**src/rtl/pp_column_shift_loader_pkg.sv**
```systemverilog
// Shared column geometry helpers and FSM state type for the
// partial-product column loader.
package pp_cols_pkg;

    typedef enum logic {
        FILL = 1'b0,
        HOLD = 1'b1
    } state_t;

    // Height of weight column i in an n x n partial-product array.
    function automatic int unsigned col_height(input int unsigned i, input int unsigned n);
        int unsigned a;
        int unsigned b;
        a = i + 1;
        b = 2 * n - 1 - i;
        return (a < b) ? a : b;
    endfunction

    // Bit offset of column i inside the packed column vector.
    function automatic int unsigned col_offset(input int unsigned i, input int unsigned n);
        int unsigned s;
        s = 0;
        for (int unsigned k = 0; k < i; k++) begin
            s += col_height(k, n);
        end
        return s;
    endfunction

    // Total number of column bits; the column heights sum to n*n.
    function automatic int unsigned total_bits(input int unsigned n);
        return n * n;
    endfunction

endpackage

```
**src/rtl/pp_column_shift_loader_sreg.sv**
```systemverilog
// One weight column: an H-bit shift register, newest bit at the LSB,
// with synchronous clear and shift enable.
module pp_column_sreg #(
    parameter int unsigned H = 1
) (
    input  logic         clk,
    input  logic         rst_n,
    input  logic         i_shift,
    input  logic         i_clear,
    input  logic         i_bit,
    output logic [H-1:0] o_col
);

    logic [H-1:0] r_col;
    logic [H-1:0] w_shifted;

    // A height-1 column is simply replaced by the incoming bit.
    generate
        if (H == 1) begin : g_single
            assign w_shifted = i_bit;
        end else begin : g_multi
            assign w_shifted = {r_col[H-2:0], i_bit};
        end
    endgenerate

    // Column storage: clear wins over shift.
    always_ff @(posedge clk or negedge rst_n) begin
        if (!rst_n) begin
            r_col <= '0;
        end else if (i_clear) begin
            r_col <= '0;
        end else if (i_shift) begin
            r_col <= w_shifted;
        end
    end

    assign o_col = r_col;

endmodule

```
**src/rtl/pp_column_shift_loader.sv**
```systemverilog
// Serial-to-column loader for an N x N partial-product compressor tree.
// Framed mode collects N beats then holds the frame until accepted;
// window mode shifts freely and flags validity once N beats have arrived.
module pp_column_shift_loader
    import pp_cols_pkg::*;
#(
    parameter int unsigned N      = 12,
    parameter bit          FRAMED = 1'b1
) (
    input  logic                     clk,
    input  logic                     rst_n,
    input  logic                     in_valid,
    output logic                     in_ready,
    input  logic [2*N-2:0]           in_bits,
    input  logic                     flush,
    output logic                     out_valid,
    input  logic                     out_ready,
    output logic [N*N-1:0]           col_flat,
    output logic [$clog2(N+1)-1:0]   fill_cnt,
    output logic                     overflow_drop
);

    localparam int unsigned C     = 2 * N - 1;
    localparam int unsigned TOTAL = total_bits(N);
    localparam int unsigned CW    = $clog2(N + 1);

    state_t          r_state;
    state_t          w_state_nxt;
    logic [CW-1:0]   r_fill_cnt;
    logic [CW-1:0]   w_fill_nxt;
    logic            r_ovf;
    logic            w_in_ready;
    logic            w_out_valid;
    logic            w_accept;
    logic            w_last_beat;
    logic            w_handshake;
    logic [TOTAL-1:0] w_col_flat;

    assign w_accept    = in_valid & w_in_ready & ~flush;
    assign w_last_beat = w_accept & (r_fill_cnt == CW'(N - 1));
    assign w_handshake = FRAMED & (r_state == HOLD) & out_ready;

    // State register.
    always_ff @(posedge clk or negedge rst_n) begin
        if (!rst_n) begin
            r_state <= FILL;
        end else begin
            r_state <= w_state_nxt;
        end
    end

    // Next state; in window mode HOLD just means "window full" and only
    // flush or reset leaves it.
    always_comb begin
        w_state_nxt = r_state;
        if (flush) begin
            w_state_nxt = FILL;
        end else begin
            case (r_state)
                FILL:    if (w_last_beat) w_state_nxt = HOLD;
                HOLD:    if (w_handshake) w_state_nxt = FILL;
                default: w_state_nxt = FILL;
            endcase
        end
    end

    // Outputs decoded from the registered state.
    always_comb begin
        w_in_ready  = FRAMED ? (r_state == FILL) : 1'b1;
        w_out_valid = (r_state == HOLD);
    end

    // Beat counter: counts to N, cleared by flush or the output handshake,
    // saturating at N in window mode.
    always_comb begin
        w_fill_nxt = r_fill_cnt;
        if (flush) begin
            w_fill_nxt = '0;
        end else if (w_accept && (r_fill_cnt != CW'(N))) begin
            w_fill_nxt = r_fill_cnt + CW'(1);
        end else if (w_handshake) begin
            w_fill_nxt = '0;
        end
    end

    // Counter and drop-pulse registers.
    always_ff @(posedge clk or negedge rst_n) begin
        if (!rst_n) begin
            r_fill_cnt <= '0;
            r_ovf      <= 1'b0;
        end else begin
            r_fill_cnt <= w_fill_nxt;
            r_ovf      <= FRAMED & in_valid & ~w_in_ready;
        end
    end

    generate
        for (genvar gi = 0; gi < C; gi++) begin : g_col
            localparam int unsigned H   = col_height(gi, N);
            localparam int unsigned OFF = col_offset(gi, N);
            pp_column_sreg #(
                .H (H)
            ) u_col (
                .clk     (clk),
                .rst_n   (rst_n),
                .i_shift (w_accept),
                .i_clear (flush),
                .i_bit   (in_bits[gi]),
                .o_col   (w_col_flat[OFF+H-1:OFF])
            );
        end
    endgenerate

    assign in_ready      = w_in_ready;
    assign out_valid     = w_out_valid;
    assign col_flat      = w_col_flat;
    assign fill_cnt      = r_fill_cnt;
    assign overflow_drop = r_ovf;

endmodule

```
**config.mk**
```make
export PLATFORM = sky130hd
export DESIGN_NAME = pp_column_shift_loader
export DESIGN_NICKNAME = d
export VERILOG_FILES = /design/src/rtl/pp_column_shift_loader_pkg.sv /design/src/rtl/pp_column_shift_loader_sreg.sv /design/src/rtl/pp_column_shift_loader.sv
export SDC_FILE = /design/constraint.sdc
export NUM_CORES = 1
export LEC_CHECK = 0
export ABC_AREA = 1
export CAP_MARGIN = 5
export CORE_MARGIN = 10
export CORE_UTILIZATION = 56
export DETAILED_ROUTE_END_ITERATION = 10
export DONT_BUFFER_PORTS = 1
export GPL_TIMING_DRIVEN = 0
export PLACE_DENSITY = 0.83
export SYNTH_ARGS = -nofsm -noshare
export SYNTH_HDL_FRONTEND = slang
export SYNTH_SLANG_ARGS = --single-unit
```
**constraint.sdc**
```tcl
create_clock -name clk -period 1.2 [get_ports clk]
set_input_delay 0.3 -clock clk [delete_from_list [all_inputs] [get_ports clk]]
set_output_delay 0.3 -clock clk [all_outputs]
set_load 0.01 [all_outputs]
```
==> out/metrics.csv <==
stage,metric,value,unit
power,ir_worst_vdd,1090,µV
yosys,ys.warnings.count,0,
place,gp_congestion,0.806,
yosys,async_reset_ff_share,100,%
setup_path,crit_type,flop to flop,
cts,clock-sinks,150,
grt,antenna_found_initial,0,
place,dp.final_hpwl,11100,µm
place,dpl.cell_count,670,
routing,wirelength,22800,µm
timing,min_period_over_period,126,%
finish,drive_above_1_share,44.4,%
setup_path,required,1.65,ns
cts,clk_pin_slew_worst_paths,0.07,ns
cts,root_buffer,clkbuf_8,
timing,slew_violations,0,
routing,drtPass1Iterations,5,
yosys,synth_flop_cell,dfrtp_1,
floorplan,row_count,36,
cts,clkLatencyLatePin,0.54,ns
yosys,syn_inst,537,
setup_path,rrSetupSlack,-0.31,ns
routing,ant_nets,0,
timing,fin_setup_tns,-45.54,ns
floorplan,fp.coreArea,9820,µm²
cts,cts.path.max_buffers,2,
finish,antenna_cells,0,
floorplan,ios,179,
timing,setup_viol,300,
power,switching_share,24.9,%
floorplan,die_y,121,µm
power,pwr-share-seq,45.6,%
power,pwr-share-clk,43.8,%
yosys,syn-num-nets,567,
cts,numCtsBuffers,17,
yosys,syn-cell-area,5660,µm²
yosys,synth_cell_types,18,
timing,relSlewSlack,44.5,%
cts,tritoncts,yes,
power,p_int,0.00872,W
routing,drc,0,
outcome,status,finished with violations,
grt,grt_max_degree,151,
grt,grt_pass1_vias,4906,
finish,nNetsFinal,651,
setup_path,arrival,1.95,ns
timing,tightest_slew,0.832,ns
setup_path,cp-start-kind,flop,
place,place_area,5850,µm²
timing,rsz0062_at_grt,yes,
yosys,yosysTopAreaCell,dfrtp_1,
floorplan,start_util,57.7,%
routing,viasPerCell,6.33,
grt,grt_first_pass_wirelength,29500,µm
hold_path,hold_path.class,input pin to async pin,
timing,max_freq,663,MHz
yosys,synth.avg_cell_area,10.5,µm²
place,place_ws,-0.508,ns
yosys,yosysTopAreaCellShare,66.3,%
timing,final_hold_viol_count,150,
routing,routedWlPerCell,29.8,µm
timing,post-route-min-period,1.51,ns
timing,whs,-0.547,ns
power,p_leak,3.55,nW
floorplan,die_w,121,µm
cts,cts_hold_buf,25,
power,p_switching,0.00289,W
setup_path,ff2ff_path_depth,6,
grt,grt_util_all_layers,26.2,%
setup_path,worst_setup_path_end_kind,flop,
power,combPwrFrac,10.6,%
setup_path,worst-path-max-fanout,10,
finish,syn_to_final_growth,56.8,%
place,io_buffer_count,0,
setup_path,critical_path.reg2reg.startpoint,out_valid$_DFF_PN0_,
outcome,failed_checks,"hold timing, setup timing",
grt,grt-ovfl-total,0,
power,finalPower,0.0116,W
floorplan,dieArea,14500,µm²
cts,cts_max_level,4,
run,maxCapViolations,0,
finish,fin_cells,764,
power,cellPowerDensity,1310,nW/µm²
timing,skew,0.0121,ns
routing,routed-via-count,4838,
yosys,seq_area_frac_synth,66.3,%
yosys,synth_common_cells,"dfrtp_1 (150), inv_1 (150), o22ai_1 (121), nand3_1 (31), o21ai_0 (24)",
finish,final_area,8880,µm²
timing,layout_setup_ws,-0.309,ns
yosys,synth_edf_count,0,
setup_path,r2r_end,g_col[12].u_col.o_col[6]$_DFFE_PN0P_,
routing,drt_first_iter_violations,531,
yosys,synth_seq_cells,150,
yosys,synthTopCellsByArea,"dfrtp_1 (66%), o22ai_1 (13%), inv_1 (9.9%)",
-- metal layers --
metal | share of wire [%] | vias up | track usage [%]
met3 | 13 | 80 | 11.0
met5 | 0 | - | 0
met4 | 3.9 | 0 | 9.73
met2 | 50 | 375 | 44.1
li1 | - | 1932 | -
met1 | 33 | 2451 | 29.0
-- what timing repair did --
item	4_1_cts	5_1_grt
endpoints found under the setup margin	300	300
buffers inserted	14	9
endpoints found under the hold margin	175	150
gates resized for setup	196	169
pin swaps	5	6
cloned	10	11
-- kinds of logic after synthesis --
group | after synthesis | synth area share, %
buffers and inverters | 187 | 13.2
and+or+nand+nor | 50 | 4.20
DFF | 150 | 66.3
AOI/OAI and AO/OA | 148 | 15.9
adders and majority gates | 2 | 0.442
-- layout by cell type, fill, tap and decap left out, types with 5 or more instances in the layout --
master / n
nand3_1: 27
dlygate4sd3_1: 25
buf_6: 13
nand2_1: 9
dfrtp_2: 25
buf_8: 16
dfrtp_1: 125
buf_16: 5
o22ai_2: 92
o22ai_4: 28
inv_1: 150
buf_12: 14
o21ai_2: 21
buf_4: 6
clkbuf_16: 31
-- worst max-delay path, cell delays in order (launching register included) --
cell     delay [ns]
dfrtp_2        0.52
inv_4          0.14
nand3_4        0.12
buf_12         0.17
buf_16         0.15
buf_12         0.15
o22ai_4        0.17
-- power by group through the flow --
| stage | clock (W) | sequential, W | combinational (W) |
|---|---|---|---|
| 2_1_floorplan | 0 | 0.00534 | 0.000305 |
| 6_report | 0.00508 | 0.00530 | 0.00123 |
| 4_1_cts | 0.00496 | 0.00529 | 0.000842 |
| 3_5_place_dp | 0 | 0.00537 | 0.000421 |
| 5_1_grt | 0.00530 | 0.00531 | 0.00127 |
| 3_3_place_gp | 0 | 0.00537 | 0.000395 |
-- through the flow --
step | utilization (%) | hold WS, ns
after floorplan | - | 0.00441
final | 90.4 | -0.547
after global placement | 59.5 | 0.00854
after CTS | 80.1 | -0.553
after detailed placement | 59.5 | 0.00890
after global routing | 90.4 | -0.564
-- area by class of cell --
cell class,instances,area (µm²)
buffer,32,542
clock buffer,20,435
clock inverter,9,105
fill,333,940
inverter,153,577
multi-input combinational,200,2300
sequential,150,3780
tap,133,166
timing repair buffer,67,973
-- registers in the layout (all words and copies together) (netlist names) --
signal	count
fill_cnt	4
g_col.u_col.o_col	144
out_valid	1
overflow_drop	1
-- worst max-delay path by stage --
| stage | from | endpoint | slack [ns] | cells past startpoint |
|---|---|---|---|---|
| floorplan | out_valid$_DFF_PN0_ | g_col[10].u_col.o_col[10]$_DFFE_PN0P_ | -0.0008 | 3 |
| global placement | out_valid$_DFF_PN0_ | g_col[8].u_col.o_col[0]$_DFFE_PN0P_ | -0.44 | 3 |
| detailed placement | out_valid$_DFF_PN0_ | g_col[9].u_col.o_col[0]$_DFFE_PN0P_ | -0.51 | 3 |
| global route | fill_cnt[0]$_DFFE_PN0P_ | fill_cnt[3]$_DFFE_PN0P_ | -0.36 | 6 |
| finish | out_valid$_DFF_PN0_ | g_col[12].u_col.o_col[6]$_DFFE_PN0P_ | -0.31 | 6 |
| CTS | out_valid$_DFF_PN0_ | in_ready | -0.27 | 1 |
No activity file was read; power rests on OpenSTA's default activity.
